### config.mk
export PLATFORM = sky130hd
export DESIGN_NAME = led_pattern_gen
export DESIGN_NICKNAME = d
export VERILOG_FILES = /design/src/rtl/led_pattern_gen.sv
export SDC_FILE = /design/constraint.sdc
export NUM_CORES = 1
export LEC_CHECK = 0
export ABC_AREA = 1
export CAP_MARGIN = 20
export CORE_UTILIZATION = 40
export DETAILED_ROUTE_END_ITERATION = 10
export SLEW_MARGIN = 10
export SYNTH_ARGS = -nofsm -noshare
export SYNTH_HDL_FRONTEND = slang
export SYNTH_SLANG_ARGS = --single-unit
### constraint.sdc
create_clock -name clk -period 3 [get_ports clk]
set_input_delay 0.45 -clock clk [delete_from_list [all_inputs] [get_ports clk]]
set_output_delay 0.45 -clock clk [all_outputs]
set_load 0.02 [all_outputs]
### src/rtl/led_pattern_gen.sv
// Five-LED pattern generator: debounced button cycles ALL_ON/SCAN/COUNT/BLINK, 4-bit PWM dims.
// Latency: LEDs lag pattern/PWM by 1 cycle; button press reaches mode DEBOUNCE_CYC+3 edges after sampling.
// Backpressure: none, free-running; the press pulse overrides a coincident pattern tick.
module led_pattern_gen #(
    parameter int unsigned TICK_DIV     = 1200000,
    parameter int unsigned DEBOUNCE_CYC = 120000
) (
    input  logic       clk,
    input  logic       rstn,
    input  logic       btn,
    input  logic [3:0] brightness,
    output logic [1:0] mode,
    output logic       LED0,
    output logic       LED1,
    output logic       LED2,
    output logic       LED3,
    output logic       LED4
);
    localparam int TW = (TICK_DIV > 1) ? $clog2(TICK_DIV) : 1;
    localparam int DW = (DEBOUNCE_CYC > 0) ? $clog2(DEBOUNCE_CYC + 1) : 1;

    typedef enum logic [1:0] {
        ALL_ON = 2'd0,
        SCAN   = 2'd1,
        COUNT  = 2'd2,
        BLINK  = 2'd3
    } mode_e;

    logic          sync1_q, sync2_q;
    logic          acc_q, acc_d;
    logic          press_q, press_d;
    logic [DW-1:0] db_cnt_q, db_cnt_d;
    logic [TW-1:0] tick_cnt_q, tick_cnt_d;
    logic          tick;
    mode_e         state_q, state_d;
    logic [4:0]    pat_q, pat_d;
    logic          dir_up_q, dir_up_d;
    logic [3:0]    pwm_cnt_q;
    logic          pwm_on;
    logic [4:0]    led_q, led_d;

    function automatic logic [4:0] init_pat(input mode_e m);
        case (m)
            ALL_ON:  return 5'b11111;
            SCAN:    return 5'b00001;
            COUNT:   return 5'b00000;
            default: return 5'b10101;
        endcase
    endfunction

    // The counter only runs while the synced level disagrees with the accepted one.
    always_comb begin
        acc_d    = acc_q;
        db_cnt_d = db_cnt_q;
        if (sync2_q == acc_q) begin
            db_cnt_d = '0;
        end else if (db_cnt_q == DW'(DEBOUNCE_CYC)) begin
            acc_d    = ~acc_q;
            db_cnt_d = '0;
        end else begin
            db_cnt_d = db_cnt_q + 1'b1;
        end
        press_d = acc_d & ~acc_q;
    end

    assign tick = (tick_cnt_q == TW'(TICK_DIV - 1));

    always_comb begin
        state_d = state_q;
        if (press_q) begin
            case (state_q)
                ALL_ON:  state_d = SCAN;
                SCAN:    state_d = COUNT;
                COUNT:   state_d = BLINK;
                default: state_d = ALL_ON;
            endcase
        end
    end

    always_comb begin
        pat_d      = pat_q;
        dir_up_d   = dir_up_q;
        tick_cnt_d = tick ? '0 : tick_cnt_q + 1'b1;
        if (press_q) begin
            pat_d      = init_pat(state_d);
            dir_up_d   = 1'b1;
            tick_cnt_d = '0;
        end else if (tick) begin
            case (state_q)
                ALL_ON: pat_d = 5'b11111;
                SCAN: begin
                    if (dir_up_q) begin
                        if (pat_q[4]) begin
                            pat_d    = 5'b01000;
                            dir_up_d = 1'b0;
                        end else begin
                            pat_d = pat_q << 1;
                        end
                    end else begin
                        if (pat_q[0]) begin
                            pat_d    = 5'b00010;
                            dir_up_d = 1'b1;
                        end else begin
                            pat_d = pat_q >> 1;
                        end
                    end
                end
                COUNT:   pat_d = pat_q + 5'd1;
                default: pat_d = ~pat_q;
            endcase
        end
    end

    assign pwm_on = (brightness == 4'd15) | (pwm_cnt_q < brightness);
    assign led_d  = pat_q & {5{pwm_on}};

    always_ff @(posedge clk or negedge rstn) begin
        if (!rstn) begin
            sync1_q    <= 1'b0;
            sync2_q    <= 1'b0;
            acc_q      <= 1'b0;
            press_q    <= 1'b0;
            db_cnt_q   <= '0;
            tick_cnt_q <= '0;
            state_q    <= ALL_ON;
            pat_q      <= 5'b11111;
            dir_up_q   <= 1'b1;
            pwm_cnt_q  <= 4'd0;
            led_q      <= 5'b00000;
        end else begin
            sync1_q    <= btn;
            sync2_q    <= sync1_q;
            acc_q      <= acc_d;
            press_q    <= press_d;
            db_cnt_q   <= db_cnt_d;
            tick_cnt_q <= tick_cnt_d;
            state_q    <= state_d;
            pat_q      <= pat_d;
            dir_up_q   <= dir_up_d;
            pwm_cnt_q  <= pwm_cnt_q + 4'd1;
            led_q      <= led_d;
        end
    end

    assign mode = state_q;
    assign LED0 = led_q[0];
    assign LED1 = led_q[1];
    assign LED2 = led_q[2];
    assign LED3 = led_q[3];
    assign LED4 = led_q[4];

endmodule

==> flow_metrics.tcl, run 1 <==
set metrics [dict create \
    clock-sinks 59 \
    ys_warn_count 0 \
    clk_latency_ns 0.34 \
    setup_ws_ns 0.982 \
    area_delta_synth_final_pct 12.3 \
    crit_type "flop to flop" \
    htree_levels 3 \
    clkPwrFrac 0.459 \
    finalHoldViolCount 0 \
    crit_chain "inv_1, ha_1, or2_2, o21ai_0, ha_1, or2_2, nand2_1, nand2_1, nand2_1" \
    ant_nets 0 \
    status "completed" \
    gp_congestion 0.852 \
    grt_first_pass_wirelength_um 13300 \
    synth_area_leaders "dfrtp_1, nand2_1, nor2_1" \
    ir_drop_v 0.000263 \
    slowest_delay_ns 0.42 \
    drive_gt1_frac 0.101 \
    rsz0062_at_grt "no" \
    comb_power_share 0.029 \
    die_area_sq_um 9060 \
    yosysSeqAreaShare 0.427 \
    crit_path_start_kind "flop" \
    antenna_found_initial 0 \
    clockRootBuffer "clkbuf_8" \
    grt_usage 0.190 \
    power_density_nw_per_um2 403 \
    cts_hold_buf 0 \
    hpwl_um 5380 \
    instances_no_fill 590 \
    crit_fanout 5 \
    power_mw 1.57 \
    place_area_sq_um 3710 \
    synth_nets 482 \
    postCtsSetupBuffers 0 \
    synth_cell_types 30 \
    yosys.area.top_type "dfrtp_1" \
    clock_tree.buffer_depth 2 \
    crit_top_cell "nand2_1" \
    fill_cells 839 \
    cts_tree "built" \
    fin_util 0.470 \
    path_clk_slew_ns 0.07 \
    fin_tns_setup_ns 0 \
    grt_overflow_total 0 \
    n_antenna_cell 0 \
    fp.dieW_um 95.2 \
    numCtsBuffers 9 \
    finalWorstPathRequiredPeriod_ns 2.02 \
    synthDominantCellAreaShare 0.382 \
    syn_avg_cell_area_sq_um 7.55 \
    async_flop_share 1.00 \
    rows 33 \
    core_area_sq_um 8300 \
    slowest_stage "dfrtp_1" \
    endpoint_kind "flop" \
    switchingPower_mw 0.354 \
    synth_edf_count 0 \
    grt_pass1_vias 2929 \
    pin_count 14 \
    vias 2934 \
    ys.flop_type "dfrtp_1" \
    grt_max_degree 60 \
    place_inst 574 \
    max_freq_mhz 496 \
    regArea_sq_um 1480 \
    tightest_slew_ns 0.764 \
    finalSetupViolCount 0 \
    slew_viol_final 0 \
    whs_ns 0.264 \
    vias_per_cell 4.97 \
    die_y_um 95.2 \
    drtPass1Iterations 5 \
    wire_per_inst_um 12.6 \
    initial_core_util 0.418 \
    p_int_mw 1.22 \
    p_leak_nw 1.76 \
    skew_ns 0.0118 \
    cts_resized 0 \
    switching_share 0.225 \
    sequentialPowerShare 0.512 \
    drcViolationCount 0 \
    port_buffers 13 \
    timing.final.crit_share 0.673 \
    drt_iter0_drc 125 \
    synth_cells 460 \
    slew_headroom 0.491 \
    pre_cts_ws_ns 0.989 \
    wl_um 7430 \
    fin_area_sq_um 3900 \
    finalNetCount 502 \
    multi_input_area_sq_um 1740 \
    synth_area_sq_um 3470 \
    required_ns 3.29 \
    synth_seq_cells 59 \
    max-cap-violations 0 \
    hp-class "input port to async pin" \
    arrival_ns 2.31 \
]
## Yosys cell counts (4+ instances only)
master	number
nand2_1	107
nor2_1	85
inv_1	54
dfrtp_1	53
nand3_1	31
nor3_1	19
nand4_1	17
ha_1	15
a21oi_1	12
xor2_1	9
nor2_2	7
o21ai_0	7
dfstp_2	6
xnor2_1	6
nand2_2	4
## area by class of cell
| type | count | area share |
|---|---|---|
| Multi-Input combinational cell | 338 | 0.445 |
| Sequential cell | 59 | 0.380 |
| Inverter | 57 | 0.0549 |
| Clock buffer | 11 | 0.0363 |
| Timing Repair Buffer | 15 | 0.0359 |
| Tap cell | 105 | 0.0337 |
| Clock inverter | 5 | 0.0135 |
## cell usage in the layout, fill, tap and decap left out, types with 2 or more instances in the layout
master,count
clkbuf_8,10
a21oi_1,12
nand3_1,31
nor3_2,2
nor3_1,19
clkdlybuf4s50_1,12
buf_4,2
xnor2_1,6
nor2_2,7
or2_2,3
nand2_2,4
clkinv_2,3
inv_1,54
nand4_1,17
nor3b_1,2
dfrtp_1,53
o21bai_1,3
ha_1,15
xor2_1,9
inv_2,3
o21ai_0,7
dfstp_2,6
nor2_1,85
nand2_1,107
nand2_4,3
## power groups by stage
stage          registers, mW  logic (mW)  clock network [mW]
3_3_place_gp           0.819      0.0467                   0
5_1_grt                0.804      0.0532               0.779
3_5_place_dp           0.819      0.0480                   0
2_1_floorplan          0.818      0.0170                   0
4_1_cts                0.804      0.0481               0.750
6_report               0.804      0.0459               0.722
## final timing paths
check | startpoint | endpoint | slack [ns] | depth (start not counted)
min in group clk | sync1_q | sync2_q | 0.34 | 0
max in group asynchronous | rstn | led_q[2] | 2.23 | 2
worst min register to register | sync1_q | sync2_q | 0.34 | 0
worst max-delay path | mode[0] | pat_q[4] | 0.98 | 9
worst min-delay path | rstn | tick_cnt_q[14] | 0.26 | 2
worst max register to register | mode[0] | pat_q[4] | 0.98 | 9
## routing by layer
| metal | track usage | part of all wire | wire [um] | up-vias |
|---|---|---|---|---|
| met2 | 0.310 | 0.46 | 3410 | 65 |
| li1 | - | - | - | 1499 |
| met5 | 0 | 0 | 0 | - |
| met1 | 0.246 | 0.48 | 3580 | 1355 |
| met4 | 0.0732 | 0.018 | 134 | 0 |
| met3 | 0.0407 | 0.041 | 303 | 15 |
## logic make-up (layout without fill, tap and decap cells)
| logic type | Yosys count | in the layout | synth area share |
|---|---|---|---|
| flip-flops | 59 | 59 | 0.427 |
| AND/OR/NAND/NOR | 282 | 282 | 0.364 |
| AO/OA/AOI/OAI | 25 | 25 | 0.0400 |
| buffers and inverters | 63 | 88 | 0.0724 |
| XOR/XNOR | 16 | 16 | 0.0425 |
| adder cells (fa/ha/maj) | 15 | 15 | 0.0541 |
## worst max-delay path: cells and delay by family (launching register included)
family / cells / cell delay [ns]
AND/OR/NAND/NOR: 5 / 0.75
buffers and inverters: 1 / 0.08
flip-flops: 1 / 0.42
AO/OA/AOI/OAI: 1 / 0.13
adder cells (fa/ha/maj): 2 / 0.58
## registers in the layout, summed over array words and instances (netlist names)
signal      flops
acc_q           1
db_cnt_q       17
dir_up_q        1
led_q           5
mode            2
pat_q           5
press_q         1
pwm_cnt_q       4
sync1_q         1
sync2_q         1
tick_cnt_q     21
Note: power is estimated with default switching activity, not from simulation.
==> run 2, diff against run 1 <==
==> constraint.sdc (replaced) <==
create_clock -name clk -period 1.8 [get_ports clk]
set_input_delay 0.27 -clock clk [delete_from_list [all_inputs] [get_ports clk]]
set_output_delay 0.27 -clock clk [all_outputs]
set_load 0.02 [all_outputs]
==> flow_metrics.tcl, run 2 (synthesized netlist as in run 1, its figures left out) <==
set metrics [dict create \
    finalHoldViolCount 0 \
    rows 33 \
    fin_tns_setup_ns 0 \
    ant_nets 0 \
    r2r_start "mode[0]" \
    path_clk_slew_ns 0.08 \
    worstSetupStartpoint "mode[0]" \
    crit_chain "buf_4, clkdlybuf4s50_1" \
    gp_congestion 0.858 \
    rsz0062_at_grt "no" \
    grt_overflow_total 0 \
    place_area_sq_um 3770 \
    clock-sinks 59 \
    slew_headroom 0.743 \
    sequentialPowerShare 0.486 \
    regArea_sq_um 1490 \
    finalNetCount 509 \
    ir_drop_v 0.000407 \
    slew_viol_final 0 \
    largest_register "tick_cnt_q" \
    vias 2909 \
    drive_gt1_frac 0.122 \
    crit_fanout 4 \
    drt_iter0_drc 165 \
    place_inst 580 \
    clkPwrFrac 0.484 \
    slowest_delay_ns 0.60 \
    cts_tree "built" \
    finalSetupViolCount 0 \
    antenna_found_initial 0 \
    area_delta_synth_final_pct 15.3 \
    fin_area_sq_um 4000 \
    setup_ws_ns 0.0838 \
    die_area_sq_um 9060 \
    core_area_sq_um 8300 \
    fill_cells 805 \
    hold_start "sync1_q" \
    tightest_slew_ns 0.382 \
    grt_max_degree 60 \
    power_density_nw_per_um2 689 \
    slowest_stage "clkdlybuf4s50_1" \
    n_antenna_cell 0 \
    arrival_ns 1.45 \
    instances_no_fill 597 \
    grt_pass1_vias 2735 \
    skew_ns 0.0130 \
    htree_levels 3 \
    status "completed" \
    cp_num_buf_inv 2 \
    fp.dieW_um 95.2 \
    whs_ns 0.351 \
    vias_per_cell 4.87 \
    final_common_cell "nand2_1" \
    multi_input_area_sq_um 1760 \
    wire_per_inst_um 12.2 \
    switchingPower_mw 0.616 \
    p_leak_nw 1.80 \
    endpoint_kind "primary output" \
    timing.final.crit_share 0.953 \
    switching_share 0.223 \
    fin_util 0.482 \
    drtPass1Iterations 4 \
    crit_path_start_kind "flop" \
    die_y_um 95.2 \
    final_cell_mix "nand2_1, nor2_1, inv_1" \
    pre_cts_ws_ns 0.0788 \
    initial_core_util 0.418 \
    port_buffers 13 \
    max-cap-violations 0 \
    comb_power_share 0.030 \
    clk_latency_ns 0.35 \
    numCtsBuffers 9 \
    required_ns 1.53 \
    crit_type "flop to primary output" \
    clockRootBuffer "clkbuf_8" \
    grt_first_pass_wirelength_um 12500 \
    crit_family "buffers and inverters" \
    hp-class "flop to flop" \
    power_mw 2.76 \
    largest_registers "tick_cnt_q x21, db_cnt_q x17" \
    drcViolationCount 0 \
    largest_register_ffs 21 \
    p_int_mw 2.14 \
    postCtsSetupBuffers 0 \
    finalWorstPathRequiredPeriod_ns 1.72 \
    clock_tree.buffer_depth 2 \
    hpwl_um 5210 \
    max_freq_mhz 583 \
    wl_um 7260 \
    grt_usage 0.181 \
    pin_count 14 \
]
run 2: cell types whose count changed in the layout (fill, tap and decap cells not counted), moves of 2 or more:
cell     delta
buf_4       +5
inv_2       +2
inv_1       -2
dfrtp_1     -2
or2_4       +2
dfrtp_2     +2
or2_2       -2
run 2: power groups by stage:
stage	Sequential [mW]	Clock [mW]	Combinational (mW)
global placement	1.36	0	0.0830
CTS	1.34	1.37	0.0860
global route	1.34	1.42	0.0982
finish	1.34	1.33	0.0824
detailed placement	1.37	0	0.0842
floorplan	1.36	0	0.0283
run 2: path summary, 6_finish.rpt:
kind	slack (ns)	endpoint	depth (start not counted)
max	0.08	mode[0]	2
min	0.35	sync2_q	0
max reg2reg	0.09	pat_q[2]	9
min reg2reg	0.35	sync2_q	0
max in group asynchronous	1.03	pat_q[1]	3
min in group asynchronous	0.45	tick_cnt_q[18]	3
run 2: cell type report:
class                      count  share of cell area
tap                          105              0.0328
clock buffer                  11              0.0328
multi-input combinational    338               0.438
timing repair buffer          22              0.0519
inverter                      57              0.0534
clock inverter                 5              0.0194
sequential                    59               0.371
run 2: repair_timing:
item / in CTS / in global routing
hold buffers: 1 / 0
endpoints found under the setup margin: 0 / 2
endpoints found under the hold margin: 53 / 0
gates resized for setup: 0 / 4
run 2: per-layer routing:
layer	track usage	vias to the layer above	wire length, um
met1	0.249	1330	3660
met4	0.0808	0	140
li1	-	1517	-
met3	0.0343	12	287
met2	0.273	50	3170
met5	0	-	0
==> run 3, diff against run 2 <==
--- a/config.mk
+++ b/config.mk
@@ -9,6 +9,7 @@
 export CAP_MARGIN = 20
 export CORE_UTILIZATION = 40
 export DETAILED_ROUTE_END_ITERATION = 10
+export HOLD_SLACK_MARGIN = 0.05
 export SLEW_MARGIN = 10
 export SYNTH_ARGS = -nofsm -noshare
 export SYNTH_HDL_FRONTEND = slang
==> results of run 3 <==
No change in the layout: final DEF, timing and power equal those of run 2.
